==> src/rtl/fei4_8b10b_pkg.sv <==
// rtl/fei4_8b10b_pkg.sv - 8b10b K-character constants and 5b/6b, 3b/4b code tables
package fei4_8b10b_pkg;

   localparam logic [7:0] K28_5 = 8'hBC;
   localparam logic [7:0] K28_7 = 8'hFC;
   localparam logic [7:0] K28_3 = 8'h7C;

   localparam logic [5:0] ENC6_K28   = 6'b001111;
   localparam logic [3:0] ENC4_A7    = 4'b0111;
   localparam logic [3:0] ENC4_KX7   = 4'b1000;

   // RD- forms (abcdei); the RD+ form is the complement for unbalanced codes and D.7
   function automatic logic [5:0] enc6(input logic [4:0] x);
      logic [5:0] c;
      case (x)
         5'd0:  c = 6'b100111;  5'd1:  c = 6'b011101;  5'd2:  c = 6'b101101;  5'd3:  c = 6'b110001;
         5'd4:  c = 6'b110101;  5'd5:  c = 6'b101001;  5'd6:  c = 6'b011001;  5'd7:  c = 6'b111000;
         5'd8:  c = 6'b111001;  5'd9:  c = 6'b100101;  5'd10: c = 6'b010101;  5'd11: c = 6'b110100;
         5'd12: c = 6'b001101;  5'd13: c = 6'b101100;  5'd14: c = 6'b011100;  5'd15: c = 6'b010111;
         5'd16: c = 6'b011011;  5'd17: c = 6'b100011;  5'd18: c = 6'b010011;  5'd19: c = 6'b110010;
         5'd20: c = 6'b001011;  5'd21: c = 6'b101010;  5'd22: c = 6'b011010;  5'd23: c = 6'b111010;
         5'd24: c = 6'b110011;  5'd25: c = 6'b100110;  5'd26: c = 6'b010110;  5'd27: c = 6'b110110;
         5'd28: c = 6'b001110;  5'd29: c = 6'b101110;  5'd30: c = 6'b011110;  default: c = 6'b101011;
      endcase
      return c;
   endfunction

   // RD- forms (fghj); y=7 gives the primary P7 code
   function automatic logic [3:0] enc4(input logic [2:0] y);
      logic [3:0] c;
      case (y)
         3'd0: c = 4'b1011;  3'd1: c = 4'b1001;  3'd2: c = 4'b0101;  3'd3: c = 4'b1100;
         3'd4: c = 4'b1101;  3'd5: c = 4'b1010;  3'd6: c = 4'b0110;  default: c = 4'b1110;
      endcase
      return c;
   endfunction

   // K28.y fghj as sent after the RD- 001111 block
   function automatic logic [3:0] enc4_k28(input logic [2:0] y);
      logic [3:0] c;
      case (y)
         3'd0: c = 4'b0100;  3'd1: c = 4'b1001;  3'd2: c = 4'b0101;  3'd3: c = 4'b0011;
         3'd4: c = 4'b0010;  3'd5: c = 4'b1010;  3'd6: c = 4'b0110;  default: c = 4'b1000;
      endcase
      return c;
   endfunction

   function automatic logic [3:0] ones(input logic [9:0] v);
      logic [3:0] n;
      n = 4'd0;
      for (int i = 0; i < 10; i++) n = n + {3'd0, v[i]};
      return n;
   endfunction

endpackage

==> src/rtl/enc_8b10b.sv <==
// rtl/enc_8b10b.sv - combinational 8b10b symbol encoder with running disparity
module enc_8b10b
   import fei4_8b10b_pkg::*;
(
   input  logic [7:0] data,
   input  logic       k,
   input  logic       rd_in,
   output logic [9:0] code,
   output logic       rd_out,
   output logic       k_illegal
);

   logic [4:0] x;
   logic [2:0] y;
   logic [5:0] b6;
   logic [3:0] b4;
   logic       rd6;
   logic       k_legal;

   always_comb begin
      x         = data[4:0];
      y         = data[7:5];
      k_legal   = (x == 5'd28) ||
                  (y == 3'd7 && (x == 5'd23 || x == 5'd27 || x == 5'd29 || x == 5'd30));
      k_illegal = k && !k_legal;
      b6        = enc6(x);
      b4        = enc4(y);
      rd6       = rd_in;
      code      = '0;
      if (k) begin
         // every K code at RD+ is the bitwise complement of its RD- form
         code = (x == 5'd28) ? {ENC6_K28, enc4_k28(y)} : {b6, ENC4_KX7};
         if (rd_in)
            code = ~code;
      end else begin
         if (rd_in && (ones({4'd0, b6}) != 4'd3 || x == 5'd7))
            b6 = ~b6;
         rd6 = (ones({4'd0, b6}) != 4'd3) ? ~rd_in : rd_in;
         // A7 avoids a run of five equal bits across the e/i/f/g/h boundary
         if (y == 3'd7 && ((!rd6 && (x == 5'd17 || x == 5'd18 || x == 5'd20)) ||
                           ( rd6 && (x == 5'd11 || x == 5'd13 || x == 5'd14))))
            b4 = ENC4_A7;
         if (rd6 && (ones({6'd0, b4}) != 4'd2 || y == 3'd3))
            b4 = ~b4;
         code = {b6, b4};
      end
      rd_out = (ones(code) != 4'd5) ? ~rd_in : rd_in;
   end

endmodule

==> src/rtl/fei4_data_tx.sv <==
// rtl/fei4_data_tx.sv - 8b10b serial transmitter with byte handshake; FEI4_DATA_TX_ERRINJ_EN adds ERR_INJ
module fei4_data_tx
   import fei4_8b10b_pkg::*;
#(
   parameter logic [7:0] IDLE_CHAR = K28_5,
   parameter logic [7:0] SOF_CHAR  = K28_7
) (
   input  logic       CLK,
   input  logic       RST_B,
   input  logic       BIT_CE,
   input  logic       ENABLE,
   input  logic [7:0] DATA_IN,
   input  logic       K_IN,
   input  logic       VALID_IN,
`ifdef FEI4_DATA_TX_ERRINJ_EN
   input  logic       ERR_INJ,
`endif
   output logic       READY_OUT,
   output logic       TX_DATA,
   output logic       RD_POS,
   output logic       CODE_ERR,
   output logic       IS_SOF
);

   logic [3:0] bit_cnt;
   logic [9:0] shreg;
   logic       load;
   logic       xfer;
   logic       use_data;
   logic       rd_enc;
   logic       rd_next;
   logic [9:0] data_code;
   logic [9:0] idle_code;
   logic [9:0] sel_code;
   logic       data_rd;
   logic       idle_rd;
   logic       sel_rd;
   logic       data_k_illegal;
   logic       unused_idle_illegal;

   assign load      = BIT_CE && (bit_cnt == 4'd9);
   assign READY_OUT = RST_B && load && ENABLE;
   assign xfer      = VALID_IN && READY_OUT;
   assign use_data  = xfer && !data_k_illegal;
   assign sel_code  = use_data ? data_code : idle_code;
   assign sel_rd    = use_data ? data_rd : idle_rd;
   assign TX_DATA   = shreg[9];

`ifdef FEI4_DATA_TX_ERRINJ_EN
   // injected symbols use the wrong disparity column and leave the tracked RD alone
   assign rd_enc  = RD_POS ^ ERR_INJ;
   assign rd_next = ERR_INJ ? RD_POS : sel_rd;
`else
   assign rd_enc  = RD_POS;
   assign rd_next = sel_rd;
`endif

   enc_8b10b u_enc_data (
      .data      (DATA_IN),
      .k         (K_IN),
      .rd_in     (rd_enc),
      .code      (data_code),
      .rd_out    (data_rd),
      .k_illegal (data_k_illegal)
   );

   enc_8b10b u_enc_idle (
      .data      (IDLE_CHAR),
      .k         (1'b1),
      .rd_in     (rd_enc),
      .code      (idle_code),
      .rd_out    (idle_rd),
      .k_illegal (unused_idle_illegal)
   );

   always_ff @(posedge CLK or negedge RST_B) begin
      if (!RST_B) begin
         bit_cnt  <= 4'd9;
         shreg    <= '0;
         RD_POS   <= 1'b0;
         CODE_ERR <= 1'b0;
         IS_SOF   <= 1'b0;
      end else begin
         CODE_ERR <= 1'b0;
         IS_SOF   <= 1'b0;
         if (BIT_CE) begin
            if (bit_cnt == 4'd9) begin
               shreg    <= sel_code;
               bit_cnt  <= 4'd0;
               RD_POS   <= rd_next;
               CODE_ERR <= xfer && data_k_illegal;
               IS_SOF   <= xfer && K_IN && (DATA_IN == SOF_CHAR);
            end else begin
               shreg   <= {shreg[8:0], 1'b0};
               bit_cnt <= bit_cnt + 4'd1;
            end
         end
      end
   end

endmodule

==> config.mk <==
export PLATFORM = sky130hd
export DESIGN_NAME = fei4_data_tx
export DESIGN_NICKNAME = d
export VERILOG_FILES = /design/src/rtl/fei4_8b10b_pkg.sv /design/src/rtl/enc_8b10b.sv /design/src/rtl/fei4_data_tx.sv
export SDC_FILE = /design/constraint.sdc
export NUM_CORES = 1
export LEC_CHECK = 0
export BUFFER_PORTS_ARGS = -buffer_cell sky130_fd_sc_hd__buf_2
export CAP_MARGIN = 20
export CORE_MARGIN = 2
export CORE_UTILIZATION = 46
export CTS_BUF_LIST = sky130_fd_sc_hd__clkbuf_4
export CTS_CLUSTER_DIAMETER = 50
export DETAILED_ROUTE_END_ITERATION = 16
export PLACE_DENSITY_LB_ADDON = 0.3
export SETUP_SLACK_MARGIN = 0.2
export SYNTH_ARGS = -nofsm -noshare
export SYNTH_HDL_FRONTEND = slang
export SYNTH_SLANG_ARGS = --single-unit
==> constraint.sdc <==
create_clock -name CLK -period 18.6 [get_ports CLK]
set_input_delay 0.93 -clock CLK [delete_from_list [all_inputs] [get_ports CLK]]
set_output_delay 0.93 -clock CLK [all_outputs]
set_load 0.03 [all_outputs]
* Word level (Yosys, flattened, before mapping)
Memory sizes are Yosys's and may differ from the RTL's.
Cells that the tools add are included.
Widths: inputs -> output; s select.
** Storage, ports and cells
- Register bits :: 17
- Word-level logic and storage cells :: 124
- Bits in read-only memories :: 192
- Memories :: 1
** Operators by class
- Multiplexer cells :: 23
- Reductions and logical operators :: 32
- Bitwise gates (word level) :: 4
- Eq/ne operators :: 27
- Add/subtract/negate cells :: 32
** Memory list
- (no name shown) :: words 32, bits a word 6, rd ports 1, clocked after memory_dff 0, write ports 0, line fei4_8b10b_pkg.sv:15 : case (x)
** Operators by type and width (count)
- $add 4x1->4 :: 26
- $mux 10 :: 6
- $pmux 4 s7 :: 2
- $eq 5x5->1 const B :: 8
- $mux 4 :: 5
- $eq 5x4->1 const B :: 3
- $logic_and 1x1->1 :: 15
- $eq 3x3->1 const B :: 4
- $mux 6 :: 2
- $ne 4x2->1 const B :: 3
- $logic_or 1x1->1 :: 11
- $add 1x1->2 :: 5
- $not 10->10 :: 1
- $eq 8x8->1 const B :: 1
- $mux 1 :: 8
- $ne 4x3->1 const B :: 2
- $eq 3x2->1 const B :: 2
- $not 6->6 :: 1
- $eq 5x3->1 const B :: 1
- $add 4x1->4 const B :: 1
- $eq 4x4->1 const B :: 1
- $not 4->4 :: 1
- $reduce_and 4->1 :: 1
- $eq 3x1->1 const B :: 1
- other kinds (5) :: 7

* Logic depth before layout (Yosys ltp)
Gate-level depths: netlist (run 1).
An unclocked memory read counts as a cell.
- Depth after elaboration :: 44
- Gate-level depth with buffers :: 44
- Depth with buffers taken out :: 44

* Cells and area by module
From an unflattened synthesis (run 1), not the netlist that was laid out.
** Second synthesis, totals
- Cell total of the unflattened synthesis :: 550
- Area total of the unflattened synthesis :: 4404.2 µm²
** By module, submodules not included
- enc_8b10b (u_enc_data) :: times used 1, cells an instance 211, area an instance 1667.8 µm²
- enc_8b10b (u_enc_idle) :: times used 1, cells an instance 201, area an instance 1587.8 µm²
- fei4_data_tx :: times used 1, cells an instance 138, area an instance 1148.6 µm²

* Worst setup path before layout (run 1)
Ideal clock, no wire load.
- Kind :: input -> register
- Start :: in DATA_IN[2]
- End :: reg RD_POS
- Library setup time :: 0.143 ns
- Setup slack :: 6.626 ns
- Arrival time :: 11.831 ns
- Stages :: 42
- Buffers on the path :: 2
- Cells stage by stage :: buf_4 -> buf_4 -> nor2_1 -> a211o_1 -> a31oi_1 -> inv_1 -> ha_1 -> fa_1 -> fa_1 -> fa_1 -> nand2_1 -> o31ai_4 -> xnor2_1 -> inv_1 -> fa_1 -> fa_1 -> fa_1 -> nor3b_1 -> (+6 left out) -> or4b_4 -> nand2_1 -> nor2_1 -> a221oi_1 -> nor2_1 -> ha_1 -> inv_1 -> fa_1 -> inv_1 -> fa_1 -> fa_1 -> inv_1 -> fa_1 -> fa_1 -> mux2i_1 -> nor4b_1 -> a21oi_1 -> xor2_1
** Between the ends
- Cells in the longest elaborated chain, start to end :: 44
** RTL lines
- from (decl) :: line fei4_data_tx.sv:12 : input logic [7:0] DATA_IN,
- $mem_v2 32x6
- $add 1x1->2 :: line fei4_8b10b_pkg.sv:51 : for (int i = 0; i < 10; i++) n = n + {3'd0, v[i]};
- $add 4x1->4 (4 in series) :: line fei4_8b10b_pkg.sv:51
- $ne 4x2->1 :: line enc_8b10b.sv:36 : if (rd_in && (ones({4'd0, b6}) != 4'd3 || x == 5'd7))
- $logic_or 1x1->1 :: line enc_8b10b.sv:36
- $logic_and 1x1->1 :: line enc_8b10b.sv:36
- $mux 6 :: line enc_8b10b.sv:36
- $mux 6 :: line enc_8b10b.sv:30 : if (k) begin
- (+18 left out)
- $logic_and 1x1->1 :: line enc_8b10b.sv:43 : if (rd6 && (ones({6'd0, b4}) != 4'd2 || y == 3'd3))
- $mux 4 :: line enc_8b10b.sv:43
- $mux 10 :: line enc_8b10b.sv:30
- $add 1x1->2 :: line fei4_8b10b_pkg.sv:51
- $add 4x1->4 (8 in series) :: line fei4_8b10b_pkg.sv:51
- $ne 4x3->1 :: line enc_8b10b.sv:47 : rd_out = (ones(code) != 4'd5) ? ~rd_in : rd_in;
- $ne 2x1->1 (no source line)
- $reduce_and 4->1 (no source line)
- to (signal assigned) :: line fei4_data_tx.sv:90 : RD_POS <= rd_next;
- to (decl) :: line fei4_data_tx.sv:20 : output logic RD_POS,
Parallel ways exist; a longest one is shown, timed or not. The select of a mux whose other input is x is not followed.
A chain may end at the register's enable or synchronous reset.

* Worst setup path after layout (run 1)
- Start :: in DATA_IN[1]
- End :: reg RD_POS
Same word-level chain as after synthesis.

==> results.md, run 1 <==
| Quantity | Value | Unit |
|:---|:---|:---|
| Result of the run | finished, final reports clean | - |
| Clock transition time at the flip-flop clock pins of the worst setup and hold paths | 90 | ps |
| Post-CTS Resized | 0 | - |
| Vias | 2028 | - |
| Pin count of the biggest net entering global routing | 23 | - |
| Number of inserted filler cells in the final layout | 499 | - |
| DRC viols | 0 | - |
| I/O Pins | 19 | - |
| Endpoints failing setup | 0 | - |
| Distinct cell type count of the synthesized netlist | 72 | - |
| Met3 routing resource usage after global routing | 1.06 | % |
| Number of violations reported at the end of detailed-routing iteration 0 | 110 | - |
| RSZ-0062 raised after global routing | no | - |
| Most instantiated cells after synthesis | 28 x nand2_1, 19 x inv_1, 16 x ha_1, 16 x nor2_1, 15 x dfrtp_1 | - |
| Kind of critical path | input pin to flop | - |
| Share of post-route cells with drive strength above 1 | 14.9 | % |
| Number of buffers created by CTS | 3 | - |
| Post-layout minimum cycle time | 12610 | ps |
| Overall fraction of global-route tracks in use | 17.8 | % |
| Total congestion overflow after global routing | 0 | - |
| Achievable clock frequency | 0.0793 | GHz |
| Core footprint | 0.00511 | sq mm |
| Most common flop cell mapped by yosys | dfrtp_1 | - |
| Horiz. Die Dim | 76.8 | um |
| Most used standard cell by instance count after synthesis | nand2_1 | - |
| Ys async rst share | 100 | % |
| Area of the die | 0.00591 | sq mm |
| Final-report hold violation count | 0 | - |
| Max-slew headroom at the worst pin | 42.5 | % |
| Via-to-Cell Ratio | 5.65 | - |
| Sequential element share of the synthesized area | 17.5 | % |
| Number of nets at the end of the flow | 333 | - |
| Final period util | 67.8 | % |
| Pwr Density | 178 | mW/mm^2 |
| Detailed-route wire length | 5030 | um |
| Most frequent cell on the critical path | fa_1 | - |
| Later-pin clock latency in the skew report | 280 | ps |
| Post-synthesis area per instance | 8.75 | sq um |
| Yosys Warn Count | 0 | - |
| Register bit total from synthesis | 17 | - |
| Highest-utilization routing layer at the global route stage | met2 | - |
| Synth-to-layout area growth | 4.05 | % |
| Combined area of all synthesized cells | 0.00244 | sq mm |
| Number of core rows | 26 | - |
| Global-route track usage on met1 | 24.8 | % |
| Worst Max-Slew Pin Slew | 858 | ps |
| Endpoint required time on the critical path | 18770 | ps |
| Highest-delay cell along the critical path | fa_1 | - |
| Drt wl/cell | 14.0 | um |
| Die H | 76.8 | um |
| Number of antenna violations at the first check in global routing | 0 | - |
| Capturing element type of the critical path | flop | - |
| Root buf cell | clkbuf_4 | - |
| Data arrival, critical path | 12780 | ps |
| Quantity of hold-fixing buffers added after cts | 0 | - |
| CTS tree | done | - |
| Area occupied by registers | 428 | sq um |
| Share of Yosys cell area claimed by the top area cell type | 15.4 | % |
| Initial Utilization | 47.8 | % |
| Post-synthesis cell type with the largest combined area | dfrtp_1 | - |
| Antenna diode count | 0 | - |
| Port Buffer Count | 18 | - |
| Max Fanout on Critical Path | 8 | - |
| Category of the worst setup path launch point | input pin | - |
| Final HPWL DP | 4040 | um |
| First-pass GRT wire length | 8840 | um |
| ANT nets after route | 0 | - |
| Number of synthesized flops with an enable pin | 0 | - |
| Worst IR Drop VDD | 0.0845 | mV |
| CP max stage delay | 540 | ps |
| Clk sink count | 17 | - |
| Max-cap violations | 0 | - |
| GR met2 Demand/Resource | 30.6 | % |
| Number of buffers added for setup after CTS | 0 | - |
| H-tree lvl count | 1 | - |
| Ranking of synthesized cells by area | dfrtp_1 15%, fa_1 11%, ha_1 8.2% | - |
| Tightest Hold Check Type | flop to flop | - |
| Clock buffer depth | 2 | - |
| Vias in the first global route | 1895 | - |
| Number of optimization iterations in the first detailed-route pass | 5 | - |
| Setup Total Neg Slack | 0 | ps |
| Final Cell Area | 0.00254 | sq mm |
| Leakage power | 1.15 | nW |
| Clock tree skew after final layout | 0.719 | ps |
| Cells after Synth | 279 | - |
| RePlAce Congestion | 0.867 | - |
| Max-slew violations | 0 | - |
| Placement Cell Area | 0.00251 | sq mm |
| Post-synth net total | 322 | - |
| Multi-input gate area | 0.00182 | sq mm |
==> power by group <==
part,total (mW),internal (mW),switching [mW]
clock network,0.0206,0.00978,0.0109
registers,0.0633,0.0528,0.0105
logic,0.368,0.167,0.201
total,0.452,0.230,0.222
==> per-layer routing <==
metal  wire (um)  vias to the layer above  share of wire [%]
met5           0                        -                  0
met3         197                        6                3.9
met1        2360                      955                 47
met4          60                        0                1.2
met2        2410                       44                 48
li1            -                     1023                  -
==> critical path, delay by kind of cell <==
family	cells	cell delay [ps]
xor gates and xnor gates	3	610
adders and majority gates	17	7080
and+or+nand+nor	8	1660
AOI/OAI and AO/OA	6	1610
buffers and inverters	6	490
muxes	2	390
==> stage by stage <==
stage / power [mW] / setup slack, ps / hold slack, ps / utilization (%) / cells
floorplan: 0.369 / 6630 / 463 / - / 279
global placement: 0.423 / 5830 / 480 / 49.1 / 355
detailed placement: 0.440 / 5630 / 493 / 49.1 / 355
CTS: 0.462 / 5930 / 507 / 49.7 / 359
global route: 0.522 / 5270 / 528 / 49.7 / 359
finish: 0.452 / 5990 / 500 / 49.7 / 359
==> worst paths after layout <==
check                           slack [ps]                      to                   start  depth (start not counted)
worst max-delay path                  5990      RD_POS$_DFFE_PN0P_              DATA_IN[1]                         42
worst min-delay path                   500  bit_cnt[3]$_DFFE_PN1P_  bit_cnt[3]$_DFFE_PN1P_                          2
worst max register to register        9360      RD_POS$_DFFE_PN0P_      RD_POS$_DFFE_PN0P_                         32
worst min register to register         500  bit_cnt[3]$_DFFE_PN1P_  bit_cnt[3]$_DFFE_PN1P_                          2
max in group asynchronous            17720  bit_cnt[0]$_DFFE_PN1P_                   RST_B                          1
min in group asynchronous              560  bit_cnt[2]$_DFFE_PN0P_                   RST_B                          1
==> cells in the final DEF, fill, tap and decap left out, types with 3 or more instances in the layout <==
cell type,synthesis,layout
nand2b_1,5,5
o31ai_1,4,4
nor4_1,3,3
buf_2,0,18
and2_1,4,4
a211o_1,3,3
xor2_1,13,13
clkbuf_4,0,4
o211ai_1,3,3
xnor2_1,7,7
nor2_1,16,16
nor3_1,6,6
a22oi_1,6,6
nor2b_1,8,8
nand4_1,3,3
fa_1,13,13
nor3b_1,4,4
nand2_1,28,28
mux2i_1,7,7
nand3_1,6,6
ha_1,16,16
dfrtp_1,15,15
inv_1,19,19
a21oi_1,13,13
o21ai_0,5,5
==> cells by family (layout without fill, tap and decap cells) <==
logic type	after synthesis	after routing	synth area share, %
fa+ha+maj	29	29	18.9
mux	9	9	3.79
buf+inv	34	44	8.00
flops	17	17	17.5
simple gates	103	103	23.8
xor+xnor	20	20	7.18
compound gates	67	67	20.8
==> layout make-up <==
class                      instances  area share, %
inverter                          21           3.10
timing repair buffer              19           3.84
sequential                        17           16.8
tap                               70           3.45
clock buffer                       4           1.18
multi-input combinational        228           71.6
==> state kept, by name, indices dropped and copies added (netlist names) <==
signal,flops
IS_SOF,1
CODE_ERR,1
shreg,10
RD_POS,1
bit_cnt,4
No activity file was read; power rests on OpenSTA's default activity.
==> run 2, diff against run 1 <==
--- a/config.mk
+++ b/config.mk
@@ -5,6 +5,7 @@
 export SDC_FILE = /design/constraint.sdc
 export NUM_CORES = 1
 export LEC_CHECK = 0
+export ABC_AREA = 1
 export BUFFER_PORTS_ARGS = -buffer_cell sky130_fd_sc_hd__buf_2
 export CAP_MARGIN = 20
 export CORE_MARGIN = 2
==> constraint.sdc (replaced) <==
create_clock -name CLK -period 12.7 [get_ports CLK]
set_input_delay 0.635 -clock CLK [delete_from_list [all_inputs] [get_ports CLK]]
set_output_delay 0.635 -clock CLK [all_outputs]
set_load 0.03 [all_outputs]
==> run 2 against run 1 <==
  * Final cell count grew 23%
  * Global-route usage grew 3.1 points
  * Combinational power increased by 21%
  * Clock power up 47%
  * Via count grew 13%
  * Worst hold slack worse by 250 ps
  * First-iteration DRC count shrank 14%
  * Critical path depth is 9 higher
  * Sequential power grew 42%
  * Final area is 2.9% lower
  * Routed wire length increased by 9.3%
  * Synthesized cell count grew 30%
==> results.md, run 2 <==
| Quantity | Value | Unit | vs previous |
|:---|:---|:---|:---|
| Share of Yosys cell area claimed by the top area cell type | 18.8 | % | +3.4 points |
| Category of the worst setup path launch point | input pin | - |  |
| I/O Pins | 19 | - | unchanged |
| Root buf cell | clkbuf_4 | - |  |
| Max-slew headroom at the worst pin | 63.8 | % | +21 points |
| Share of the synthesized area in compound gates (AO/OA/AOI/OAI) | 8.94 | % | -12 points |
| Most used standard cell by instance count after synthesis | nand2_1 | - |  |
| Achievable clock frequency | 0.0898 | GHz |  |
| Port Buffer Count | 18 | - | unchanged |
| Dominant combinational cell family by area after synthesis | simple AND/OR/NAND/NOR gates | - |  |
| Register bit total from synthesis | 17 | - | unchanged |
| Overall fraction of global-route tracks in use | 20.9 | % | +3.1 points |
| First-pass GRT wire length | 9260 | um | +4.8% |
| Final-report hold violation count | 0 | - | unchanged |
| Number of nets at the end of the flow | 420 | - | +26% |
| Antenna diode count | 0 | - | unchanged |
| Worst IR Drop VDD | 0.147 | mV | +74% |
| Cells after Synth | 364 | - | +30% |
| CP max stage delay | 560 | ps | +20 ps |
| Clock tree skew after final layout | 2.60 | ps | +1.88 ps |
| Distinct cell type count of the synthesized netlist | 31 | - | -57% |
| Number of buffers created by CTS | 3 | - | unchanged |
| Register with the most flip-flops | shreg | - |  |
| Number of core rows | 25 | - | -3.8% |
| Yosys Warn Count | 0 | - | unchanged |
| Setup Total Neg Slack | 0 | ps | unchanged |
| Commonest cells after routing, fill and taps aside | 117 x nand2_1, 44 x nand3_1, 43 x inv_1 | - |  |
| Synth Area in XOR/XNOR | 2.25 | % | -4.9 points |
| Final period util | 87.7 | % |  |
| Clk sink count | 17 | - | unchanged |
| CTS tree | done | - |  |
| Via-to-Cell Ratio | 5.18 | - | -8.4% |
| Post-synthesis area per instance | 6.42 | sq um | -27% |
| Clock buffer depth | 2 | - | unchanged |
| Tightest Hold Check Type | input pin to asynchronous set/reset pin | - |  |
| Drt wl/cell | 12.4 | um | -11% |
| Post-layout minimum cycle time | 11140 | ps |  |
| Final HPWL DP | 4460 | um | +10% |
| Ys async rst share | 100 | % | unchanged |
| Setup slack after placement | 1310 | ps | -4320 ps |
| Final Hold Slack | 246 | ps | -254 ps |
| Later-pin clock latency in the skew report | 300 | ps | +20 ps |
| Number of buffers added for setup after CTS | 0 | - | unchanged |
| Ranking of synthesized cells by area | nand2_1 19%, dfrtp_1 16%, fa_1 11% | - |  |
| Synth Area in Simple Gates | 40.1 | % | +16 points |
| Initial Utilization | 48.5 | % | +0.72 points |
| ANT nets after route | 0 | - | unchanged |
| Top layer reached by signal wires | met4 | - |  |
| PnR worst setup slack | 1560 | ps | -4430 ps |
| Detailed-route wire length | 5500 | um | +9.3% |
| Result of the run | finished, final reports clean | - |  |
| Share of post-route cells with drive strength above 1 | 9.31 | % | -5.6 points |
| Max-cap violations | 0 | - | unchanged |
| Utilization after layout | 51.2 | % | +1.5 points |
| Post-CTS Resized | 0 | - | unchanged |
| Core footprint | 0.00482 | sq mm | -5.7% |
| Number of antenna violations at the first check in global routing | 0 | - | unchanged |
| RePlAce Congestion | 0.940 | - | +8.4% |
| Worst Max-Slew Pin Slew | 543 | ps | -315 ps |
| H-tree lvl count | 1 | - | unchanged |
| Reg2Reg Launch Point | RD_POS$_DFFE_PN0P_ | - |  |
| Vias in the first global route | 2074 | - | +9.4% |
| Synth-to-layout area growth | 5.51 | % |  |
| Combined area of all synthesized cells | 0.00234 | sq mm | -4.3% |
| Max Fanout on Critical Path | 8 | - | unchanged |
| Launching instance or port of the critical path | DATA_IN[0] | - |  |
| Most instantiated cells after synthesis | 117 x nand2_1, 44 x nand3_1, 43 x inv_1 | - |  |
| Leading cell type in the layout, fill and taps excluded | nand2_1 | - |  |
| Most common flop cell mapped by yosys | dfrtp_1 | - |  |
| Wire length the detailed router placed on met1 | 2660 | um | +13% |
| Amount of wire on met2 after detailed routing | 2570 | um | +6.6% |
| DRC viols | 0 | - | unchanged |
| Number of synthesized flops with an enable pin | 0 | - | unchanged |
| Horiz. Die Dim | 75.3 | um | -2.0% |
| Post-synthesis share of cell area spent on full adders, half adders and majority gates | 19.7 | % | +0.84 points |
| Max-slew violations | 0 | - | unchanged |
| Number of optimization iterations in the first detailed-route pass | 4 | - | -1 |
| Post-synthesis cell type with the largest combined area | nand2_1 | - |  |
| Pwr Density | 229 | mW/mm^2 | +29% |
| Most frequent cell on the critical path | fa_1 | - |  |
| Capturing element type of the critical path | flop | - |  |
| Endpoints failing setup | 0 | - | unchanged |
| Power consumption | 565 | uW | +25% |
| Leakage power | 1.27 | nW | +11% |
| Area of the die | 0.00567 | sq mm | -4.0% |
| Top flop regs | shreg: 10 flops, bit_cnt: 4 flops | - |  |
| Sequential element share of the synthesized area | 18.3 | % | +0.78 points |
| Depth of the worst register-to-register path | 36 | - | +13% |
| Highest-delay cell along the critical path | fa_1 | - |  |
| Total congestion overflow after global routing | 0 | - | unchanged |
| Fraction of synthesized area in multiplexers | 0 | % | -3.8 points |
| Data arrival, critical path | 11340 | ps | -1440 ps |
| Post-synth net total | 407 | - | +26% |
| Endpoint required time on the critical path | 12900 | ps | -5870 ps |
| Quantity of hold-fixing buffers added after cts | 0 | - | unchanged |
| Met3 WL post-DR | 207 | um | +5.1% |
| Number of violations reported at the end of detailed-routing iteration 0 | 95 | - | -14% |
| Clock transition time at the flip-flop clock pins of the worst setup and hold paths | 110 | ps | +20 ps |
| Pin count of the biggest net entering global routing | 19 | - | -17% |
| Vias | 2293 | - | +13% |
| Flip-flop count of the largest register after layout | 10 | - | unchanged |
| Kind of critical path | input pin to flop | - |  |
| RSZ-0062 raised after global routing | no | - |  |
| Die H | 75.3 | um | -2.0% |
==> run 2: cell families (layout without fill, tap and decap cells) <==
kind of cell,count (synthesis),count (layout)
buf+inv,57,69
simple gates,216,216
flops,17,17
xor+xnor,6,6
compound gates,39,39
fa+ha+maj,29,29
==> run 2: where the power goes <==
| group | internal, mW | switching, mW |
|---|---|---|
| Sequential | 0.0732 | 0.0164 |
| Clock | 0.0117 | 0.0186 |
| Combinational | 0.183 | 0.262 |
==> run 2: routing by layer <==
metal / global-route usage, % / up-vias
li1: - / 1180
met2: 35.5 / 57
met5: 0 / -
met4: 3.90 / 0
met1: 28.8 / 1048
met3: 2.68 / 8
==> run 2: worst paths after layout <==
| check | to | slack (ps) |
|---|---|---|
| worst max-delay path | RD_POS$_DFFE_PN0P_ | 1560 |
| worst min-delay path | shreg[9]$_DFFE_PN0P_ | 250 |
| worst max register to register | RD_POS$_DFFE_PN0P_ | 4130 |
| worst min register to register | bit_cnt[0]$_DFFE_PN1P_ | 500 |
| max in group asynchronous | bit_cnt[3]$_DFFE_PN1P_ | 12130 |
| min in group CLK | bit_cnt[0]$_DFFE_PN1P_ | 500 |
==> run 2: worst max-delay path: cells and delay by family <==
family	cells	cell delay [ps]
AOI/OAI and AO/OA	2	200
adders and majority gates	17	7030
and+or+nand+nor	25	2870
buffers and inverters	7	560
==> run 2: area by class of cell <==
type / instances / area [sq um]
inverters: 47 / 176
repair buffers: 18 / 90.1
flip-flops and latches: 17 / 428
multi-input cells: 290 / 1660
clock inverters: 1 / 5.00
well taps: 67 / 83.8
clock buffers: 3 / 22.5
fillers: 536 / 2350
==> run 2: per-stage QoR <==
| step | cells | area [sq um] |
|---|---|---|
| floorplan | 364 | 2340 |
| global placement | 439 | 2440 |
| detailed placement | 439 | 2440 |
| CTS | 443 | 2470 |
| global route | 443 | 2470 |
| finish | 443 | 2470 |
==> run 3, diff against run 2 <==
--- a/config.mk
+++ b/config.mk
@@ -8,8 +8,10 @@
 export ABC_AREA = 1
 export BUFFER_PORTS_ARGS = -buffer_cell sky130_fd_sc_hd__buf_2
 export CAP_MARGIN = 20
+export CELL_PAD_IN_SITES_DETAIL_PLACEMENT = 1
+export CELL_PAD_IN_SITES_GLOBAL_PLACEMENT = 1
 export CORE_MARGIN = 2
-export CORE_UTILIZATION = 46
+export CORE_UTILIZATION = 44
 export CTS_BUF_LIST = sky130_fd_sc_hd__clkbuf_4
 export CTS_CLUSTER_DIAMETER = 50
 export DETAILED_ROUTE_END_ITERATION = 16
==> constraint.sdc (replaced) <==
create_clock -name CLK -period 12.41 [get_ports CLK]
set_input_delay 0.6205 -clock CLK [delete_from_list [all_inputs] [get_ports CLK]]
set_output_delay 0.6205 -clock CLK [all_outputs]
set_load 0.03 [all_outputs]
==> run 3 against run 2 <==
  * Sequential cell count unchanged
  * Sequential share of layout area down 0.079 points
  * Global-route usage up 3.2 points
  * Clock skew about the same
  * First-iteration DRC count down 22%
==> results.md, run 3 (synthesis results as in run 2) <==
| Quantity | Value | Unit | vs previous |
|:---|:---|:---|:---|
| Number of inserted filler cells in the final layout | 731 | - | +36% |
| Multi-input gate area | 0.00167 | sq mm | +0.30% |
| Pwr Density | 245 | mW/mm^2 | +6.8% |
| Number of nets at the end of the flow | 420 | - | unchanged |
| Leading cell type in the layout, fill and taps excluded | nand2_1 | - |  |
| FF-to-FF End | RD_POS$_DFFE_PN0P_ | - |  |
| Antenna diode count | 0 | - | unchanged |
| CP max stage delay | 550 | ps | about the same |
| Number of antenna violations at the first check in global routing | 0 | - | unchanged |
| Number of buffers and inverters on the critical path | 7 | - | unchanged |
| Max Fanout on Critical Path | 8 | - | unchanged |
| Final period util | 90.9 | % |  |
| Vias | 2378 | - | +3.7% |
| Root buf cell | clkbuf_4 | - |  |
| Initial Utilization | 45.8 | % | -2.8 points |
| Post-layout minimum cycle time | 11280 | ps |  |
| Port Buffer Count | 18 | - | unchanged |
| Number of buffers added for setup after CTS | 0 | - | unchanged |
| Data arrival, critical path | 11480 | ps | +140 ps |
| Clock tree skew after final layout | 2.67 | ps | +0.0756 ps |
| Reg2Reg Launch Point | RD_POS$_DFFE_PN0P_ | - |  |
| Capturing element type of the critical path | flop | - |  |
| Worst IR Drop VDD | 0.196 | mV | +34% |
| R2r setup slk | 3870 | ps | -260 ps |
| Number of optimization iterations in the first detailed-route pass | 4 | - | unchanged |
| Clk sink count | 17 | - | unchanged |
| I/O Pins | 19 | - | unchanged |
| Final HPWL DP | 5520 | um | +24% |
| Via-to-Cell Ratio | 5.33 | - | +3.0% |
| Highest-delay cell along the critical path | fa_1 | - |  |
| Flip-flop count of the largest register after layout | 10 | - | unchanged |
| Tightest Hold Check Type | input pin to asynchronous set/reset pin | - |  |
| Total congestion overflow after global routing | 0 | - | unchanged |
| Placed insts | 442 | - | +0.68% |
| DRC viols | 0 | - | unchanged |
| Leakage power | 1.27 | nW | about the same |
| Commonest cells after routing, fill and taps aside | 116 x nand2_1, 44 x nand3_1, 43 x inv_1 | - |  |
| Non-Filler Instances | 446 | - | +0.68% |
| Vias in the first global route | 2531 | - | +22% |
| Number of buffers created by CTS | 3 | - | unchanged |
| Pin count of the biggest net entering global routing | 19 | - | unchanged |
| Max-cap violations | 0 | - | unchanged |
| Worst Max-Slew Pin Slew | 524 | ps | -19.3 ps |
| Area of the die | 0.00591 | sq mm | +4.3% |
| Register with the most flip-flops | shreg | - |  |
| CTS tree | done | - |  |
| Cell family contributing the most delay on the critical path | adder cells | - |  |
| Max-slew violations | 0 | - | unchanged |
| Core footprint | 0.00511 | sq mm | +6.0% |
| H-tree lvl count | 1 | - | unchanged |
| Final-report hold violation count | 0 | - | unchanged |
| Die H | 76.9 | um | +2.1% |
| Number of violations reported at the end of detailed-routing iteration 0 | 74 | - | -22% |
| Clock buffer depth | 2 | - | unchanged |
| Power consumption | 607 | uW | +7.3% |
| First-pass GRT wire length | 11600 | um | +25% |
| Horiz. Die Dim | 76.9 | um | +2.1% |
| Clock transition time at the flip-flop clock pins of the worst setup and hold paths | 100 | ps | about the same |
| Achievable clock frequency | 0.0886 | GHz |  |
| Synth-to-layout area growth | 6.00 | % |  |
| Endpoint required time on the critical path | 12610 | ps | -290 ps |
| ANT nets after route | 0 | - | unchanged |
| Utilization after layout | 48.5 | % | -2.7 points |
| Top flop regs | shreg: 10 flops, bit_cnt: 4 flops | - |  |
| Area occupied by registers | 428 | sq um | unchanged |
| Endpoints failing setup | 0 | - | unchanged |
| RePlAce Congestion | 0.871 | - | -7.3% |
| Detailed-route wire length | 6590 | um | +20% |
| Drt wl/cell | 14.8 | um | +19% |
| Later-pin clock latency in the skew report | 300 | ps | about the same |
| Number of core rows | 26 | - | +4.0% |
| Share of post-route cells with drive strength above 1 | 9.84 | % | +0.53 points |
| Placement Cell Area | 0.00244 | sq mm | +0.15% |
| Depth of the worst register-to-register path | 36 | - | unchanged |
| Max-slew headroom at the worst pin | 65.1 | % | +1.3 points |
| Result of the run | finished, final reports clean | - |  |
| Setup Total Neg Slack | 0 | ps | unchanged |
| Most frequent cell on the critical path | fa_1 | - |  |
| Category of the worst setup path launch point | input pin | - |  |
| Final Cell Area | 0.00248 | sq mm | +0.46% |
| Overall fraction of global-route tracks in use | 24.1 | % | +3.2 points |
| Kind of critical path | input pin to flop | - |  |
| RSZ-0062 raised after global routing | no | - |  |
## run 3: stage by stage
| stage | setup slack [ps] | hold WS (ps) |
|---|---|---|
| after CTS | 968 | 241 |
| final | 1130 | 235 |
| after detailed placement | 655 | 472 |
| after floorplan | 1990 | 325 |
| after global routing | 299 | 251 |
| after global placement | 1020 | 467 |
## run 3: cell type report
class / instances / share of cell area, %
Tap cell: 70 / 3.54
Timing Repair Buffer: 18 / 3.64
Sequential cell: 17 / 17.3
Inverter: 47 / 7.12
Multi-Input combinational cell: 290 / 67.2
Clock buffer: 4 / 1.21
## run 3: repair_timing
action                                  in CTS  in global routing
endpoints found under the setup margin       0                  1
hold buffers                                 0                  0
gates resized for setup                      0                  2
hold endpoints to repair                     0                  0
## run 3: layer usage
metal | global-route usage (%) | up-vias | routed length, um
li1 | - | 1178 | -
met1 | 32.3 | 1166 | 3080
met2 | 43.4 | 32 | 3350
met3 | 2.35 | 2 | 138
met4 | 2.36 | 0 | 17
met5 | 0 | - | 0
## run 3: worst max path at each step
stage | depth (start not counted) | slack [ps] | to | start
6_report | 50 | 1130 | RD_POS$_DFFE_PN0P_ | DATA_IN[0]
5_1_grt | 52 | 300 | RD_POS$_DFFE_PN0P_ | DATA_IN[0]
4_1_cts | 50 | 970 | RD_POS$_DFFE_PN0P_ | DATA_IN[0]
3_5_place_dp | 50 | 660 | RD_POS$_DFFE_PN0P_ | DATA_IN[0]
3_3_place_gp | 50 | 1020 | RD_POS$_DFFE_PN0P_ | DATA_IN[0]
2_1_floorplan | 49 | 1990 | RD_POS$_DFFE_PN0P_ | DATA_IN[0]
## run 3: where the power goes
part           internal, mW  switching [mW]
clock network        0.0147          0.0177
logic                 0.190           0.292
registers            0.0750          0.0169
